===== config.mk =====
export PLATFORM = sky130hd
export DESIGN_NAME = instr_rom_arbiter
export DESIGN_NICKNAME = d
export VERILOG_FILES = /design/src/rtl/instr_rom_arbiter.sv
export SDC_FILE = /design/constraint.sdc
export NUM_CORES = 1
export LEC_CHECK = 0
export ABC_AREA = 1
export CAP_MARGIN = 20
export CORE_AREA = 4 4 114 116
export CTS_BUF_LIST = sky130_fd_sc_hd__clkbuf_8 sky130_fd_sc_hd__clkbuf_16
export DETAILED_ROUTE_END_ITERATION = 8
export DIE_AREA = 0 0 118 120
export GPL_ROUTABILITY_DRIVEN = 0
export PLACE_DENSITY = 0.94
export RECOVER_POWER = 50
export SYNTH_ARGS = -nofsm -noshare
export SYNTH_HDL_FRONTEND = slang
export SYNTH_SLANG_ARGS = --single-unit

===== constraint.sdc =====
create_clock -name i_clk -period 6.74 [get_ports i_clk]
set_clock_uncertainty 0.1 [all_clocks]
set_input_delay 1.348 -clock i_clk [delete_from_list [all_inputs] [get_ports i_clk]]
set_output_delay 1.348 -clock i_clk [all_outputs]
set_load 0.02 [all_outputs]

===== src/rtl/instr_rom_arbiter.sv =====
// Two-requester (IF / load-store) arbiter for the instruction ROM read port with registered responses.
// Optional LS starvation guard is enabled by defining ROM_ARB_STARVE_GUARD_EN.
`ifndef XLEN_64b
`define XLEN_64b 2
`endif
`ifndef TEXT_HI
`define TEXT_HI 64'h0000_0000_0000_0FFF
`endif

module instr_rom_arbiter #(
  parameter int unsigned   XLEN    = `XLEN_64b,
  parameter logic [63:0]   TEXT_HI = `TEXT_HI,
`ifdef ROM_ARB_STARVE_GUARD_EN
  parameter int unsigned   STARVE_LIMIT = 4,
`endif
  localparam int unsigned  AW      = 1 << (XLEN + 4)
) (
  input  logic          i_clk,
  input  logic          i_rst,
  input  logic          i_flush,
  input  logic          i_if_req,
  input  logic [AW-1:0] i_if_adr,
  output logic          o_if_gnt,
  output logic          o_if_valid,
  output logic [31:0]   o_if_instr,
  output logic          o_if_fault,
  input  logic          i_ls_req,
  input  logic [AW-1:0] i_ls_adr,
  output logic          o_ls_gnt,
  output logic          o_ls_valid,
  output logic [31:0]   o_ls_data,
  output logic          o_ls_fault,
  output logic [AW-1:0] o_rom_adr,
  input  logic [31:0]   i_rom_instr
);

  localparam logic [AW-1:0] LAST_WORD = AW'(TEXT_HI - 64'd3);

  typedef enum logic [1:0] {ST_IDLE, ST_IF, ST_LS} state_t;

  state_t        r_state;
  state_t        w_state_nxt;
  logic          w_if_win;
  logic          w_ls_win;
  logic          w_if_flt;
  logic          w_ls_flt;
  logic          w_force_ls;
  logic [AW-1:0] w_rom_adr;
  logic [31:0]   r_if_instr;
  logic          r_if_fault;
  logic [31:0]   r_ls_data;
  logic          r_ls_fault;

  function automatic logic adr_fault(input logic [AW-1:0] a);
    return (a[1:0] != 2'b00) || (a > LAST_WORD);
  endfunction

  assign w_if_flt = adr_fault(i_if_adr);
  assign w_ls_flt = adr_fault(i_ls_adr);

`ifdef ROM_ARB_STARVE_GUARD_EN
  localparam int unsigned CW = (STARVE_LIMIT < 7) ? 3 : $clog2(STARVE_LIMIT + 1);

  logic [CW-1:0] r_starve;

  assign w_force_ls = (r_starve == CW'(STARVE_LIMIT));

  // Counts consecutive LS denials; saturates at the limit until LS is served.
  always_ff @(posedge i_clk or posedge i_rst) begin
    if (i_rst) begin
      r_starve <= '0;
    end else if (w_ls_win) begin
      r_starve <= '0;
    end else if (i_ls_req && !w_force_ls) begin
      r_starve <= r_starve + CW'(1);
    end
  end
`else
  assign w_force_ls = 1'b0;
`endif

  // Arbitration and next pending-response owner.
  always_comb begin
    w_state_nxt = ST_IDLE;
    w_if_win    = 1'b0;
    w_ls_win    = 1'b0;
    w_rom_adr   = '0;
    if (!i_rst) begin
      if (i_ls_req && (w_force_ls || !(i_if_req && !i_flush))) begin
        w_ls_win = 1'b1;
      end else if (i_if_req && !i_flush) begin
        w_if_win = 1'b1;
      end
    end
    if (w_if_win) begin
      w_state_nxt = ST_IF;
      w_rom_adr   = w_if_flt ? '0 : i_if_adr;
    end else if (w_ls_win) begin
      w_state_nxt = ST_LS;
      w_rom_adr   = w_ls_flt ? '0 : i_ls_adr;
    end
  end

  always_ff @(posedge i_clk or posedge i_rst) begin
    if (i_rst) begin
      r_state    <= ST_IDLE;
      r_if_instr <= '0;
      r_if_fault <= 1'b0;
      r_ls_data  <= '0;
      r_ls_fault <= 1'b0;
    end else begin
      r_state <= w_state_nxt;
      if (w_if_win) begin
        r_if_instr <= w_if_flt ? '0 : i_rom_instr;
        r_if_fault <= w_if_flt;
      end
      if (w_ls_win) begin
        r_ls_data  <= w_ls_flt ? '0 : i_rom_instr;
        r_ls_fault <= w_ls_flt;
      end
    end
  end

  assign o_if_gnt   = w_if_win;
  assign o_ls_gnt   = w_ls_win;
  assign o_rom_adr  = w_rom_adr;
  // A redirect in the response cycle drops the stale IF word.
  assign o_if_valid = (r_state == ST_IF) && !i_flush;
  assign o_ls_valid = (r_state == ST_LS);
  assign o_if_instr = r_if_instr;
  assign o_if_fault = r_if_fault;
  assign o_ls_data  = r_ls_data;
  assign o_ls_fault = r_ls_fault;

endmodule


# ---- Word-level counts from Yosys, hierarchy flattened
# Index checks and enable logic that the tools add are counted.
dict set report classes {
  n_lt_le_gt_ge 2
  n_eq_ne 2
  muxes 13
  reduce_logical 9
}
# operator n
set ops {}
lappend ops {{$mux W64} 4}
lappend ops {{$gt A64 B12 Y1 const B} 2}
lappend ops {{$mux W32} 2}
lappend ops {{$mux W1} 5}
lappend ops {{$mux W2} 2}
lappend ops {{$reduce_bool A2 Y1} 2}
lappend ops {{$logic_and A1 B1 Y1} 3}
lappend ops {{$eq A2 B1 Y1 const B} 1}
lappend ops {{$eq A2 B2 Y1 const B} 1}
lappend ops {{$logic_not A1 Y1} 2}
lappend ops {{$logic_or A1 B1 Y1} 2}
dict set report word_totals {
  regBits 68
  inputBits 165
  wordCells 31
}

# ---- Depth between registers and ports, before layout
dict set report logic_depth {
  word_depth 8
  mapped_depth 10
  mapped_depth_nobuf 9
}

# ---- Worst setup path before layout
# No wires, ideal clock.
dict set report synth_timing {
  path_kind {input port to output port}
  startpoint {input i_rst}
  endpoint {output o_rom_adr[10]}
  arrival_ps 2969
  t_required_ps 5292
  path_slack_ps 2323
  stages 6
  path_buffers 1
  path_cell_list {inv_2 -> nand2_4 -> inv_2 -> buf_2 -> nand2_1 -> o21ai_2}
}
dict set report synth_between {
  elab_chain_len 3
  elab_cells_between_ends 4
  cone_classes {mux: 4}
}
# item line
set synth_rtl {}
lappend synth_rtl {{start: declaration} 19} ;# input logic i_rst,
lappend synth_rtl {{$mux W1} 88} ;# if (!i_rst) begin
lappend synth_rtl {{$mux W64} 98} ;# end else if (w_ls_win) begin
lappend synth_rtl {{$mux W64 (*)} 95} ;# if (w_if_win) begin
lappend synth_rtl {{end: declaration} 33} ;# output logic [AW-1:0] o_rom_adr,
# Mark *: on every way between the ends. The rest lies on a longest branch, timed or not.

# ---- Worst setup path after layout
dict set report layout_timing {
  startpoint {input i_rst}
  endpoint {output o_rom_adr[3]}
}
# Same word-level chain as after synthesis.

==> results.txt <==
status - finished, violations left
failing checks - capacitance limit, slew limit
Final Cycle Share - 77.1%
crit path to - o_rom_adr[3]
Die X - 118 um
YS warnings - 0
Max H-tree Level - 3
commonest non-fill, non-tap cell in the layout - clkdlybuf4s50_1
drt total wl - 14.1 mm
worst-path maximum fanout - 37
Area growth, synth to finish - 58.3%
internal reg-to-reg setup slack - 5.84 ns
crit path time final - 5.19 ns
post-synth top area cell - dfrtp_1
Final WS setup - 1.55 ns
RR Endpoint - o_if_instr[16]
final hold viol count - 0
Syn Area/Cell - 7.52 sq um
WP data required - 5.29 ns
Gate Count Post-Synth - 578
RSZ-0062 raised after global routing - no
# setup viols final - 0
Final HPWL DP - 10.7 mm
Finished Layout Cells - 960
Reg2Reg Depth - 4
reg2reg start - o_if_instr[16]
via count - 4248
Slew Limit Fails - 68
vias in the first global route - 4157
Yosys reg bits - 68
placed instance count - 944
CTS tree - done
most frequent cells in the layout - clkdlybuf4s50_1 (205), nand2_1 (198), nor2_1 (76)
CTS Buffer Depth - 2
Root Driver - clkbuf_16
Sink Count - 68
antenna cells - 0
setup TNS - 0 ns
Post-route DRC - 0
share of layout cells above drive strength 1 - 12.9%
top-area cell type share of the netlist area - 39.2%
cell area after layout - 6880 sq um
leakage power - 3.16 nW
Die ar. - 14200 sq um
WS Path Type - in2out
Iter 0 DRT Violations - 248
Max Cap Viol - 1
Reg clk slew, reported paths - 0.06 ns
startpoint types - input port
Post-CTS Setup Bufs - 0
power per cell area - 176 nW/um^2
DP Worst Slack - 1.56 ns
drt pass-1 iters - 7
core area - 11900 sq um
die span in y - 120 um
initial antenna violation count - 0
io pins - 299
sequential area share after synthesis - 39.2%
Worst-Skew Late Latency - 0.32 ns
VDD IR-drop max - 109 uV
relative slew slack - -142%
Crit. End Element - output pin
Worst Max-Slew Pin Slew - 3.63 ns
Rows - 40
first-pass GRT wire length - 21.6 mm
largest net degree at the start of global routing - 68
Placement Cell Area - 6600 sq um
crit path DAT - 3.75 ns
synth unique cells - 21
Crit. Startpoint - i_rst
Nets - 973
Final ANT Viol Nets - 0
CTS-repair resized insts - 0
WL/cell - 14.7 um
Hold/Removal Path Class - reg2reg
fmax - 193 MHz
CTS Hold Bufs - 0
Final Util - 57.7%
cell area after synthesis - 4350 sq um
TritonCTS Buffers - 9
PortBufs - 244
Tot Pwr - 1.21 mW
synth top area cells - dfrtp_1 (39%), nand2_1 (17%), buf_4 (10%)
Filler Cells Inserted - 1072
GRT Overall Usage - 19.0%
Fin Hold WS - 0.374 ns
via/cell ratio - 4.43
Starting Density - 36.5%
gr ovfl total - 0
[power breakdown]
part | switching, mW | internal [mW]
clock | 0.174 | 0.282
sequential | 0.0125 | 0.432
combinational | 0.156 | 0.151
[layer usage]
layer  share of wire (%)  global-route usage, %  vias up
met2                  52                   33.7      184
met1                  38                   22.4     1923
li1                    -                      -     2117
met4                 1.6                   5.05        0
met3                 8.0                   5.70       24
met5                   0                      0        -
[critical path: stages]
cell             delay (ns)
clkdlybuf4s50_1        0.47
clkinvlp_2             0.31
nand2_4                0.47
inv_2                  0.32
nand2_1                0.16
o21ai_2                0.07
clkdlybuf4s50_1        0.57
[how the worst min path moves through the flow]
| stage | from | end | cells past startpoint |
|---|---|---|---|
| final | o_if_instr[3] | o_if_instr[3] | 2 |
| after global routing | o_if_instr[3] | o_if_instr[3] | 2 |
| after CTS | o_if_instr[3] | o_if_instr[3] | 2 |
| after detailed placement | o_if_instr[3] | o_if_instr[3] | 2 |
| after global placement | o_ls_data[25] | o_ls_data[25] | 2 |
| after floorplan | o_ls_fault | o_ls_fault | 2 |
[cells by family (layout without fill, tap and decap cells)]
logic type	Yosys count	count (layout)	synth area share, %
and+or+nand+nor	298	298	27.6
buffers and inverters	133	315	18.3
AOI/OAI and AO/OA	78	78	14.9
DFF	68	68	39.2
other	1	54	0.0863
[cell usage after synthesis, drive strengths merged]
library cell	instances
a21oi	33
buf	77
clkbuf	4
clkinv	9
conb	1
dfrtp	68
inv	43
nand2	202
nand3	10
nand4	2
nor2	82
o21ai	45
or2	2
[state kept, by name, summed over array words and instances, names as in the netlist]
| signal | count |
|---|---|
| o_ls_data | 32 |
| o_if_instr | 32 |
| o_if_fault | 1 |
| o_ls_fault | 1 |
| r_state | 2 |
[area by class of cell]
class / instances / area (sq um) / share of cell area, %
Timing Repair Buffer: 247 / 2460 / 35.8
Multi-Input combinational cell: 430 / 2050 / 29.8
Sequential cell: 68 / 1700 / 24.7
Clock buffer: 9 / 225 / 3.27
Inverter: 52 / 196 / 2.86
Tap cell: 147 / 184 / 2.67
Clock inverter: 7 / 60.1 / 0.873
Power figures use the tool's default switching activity.
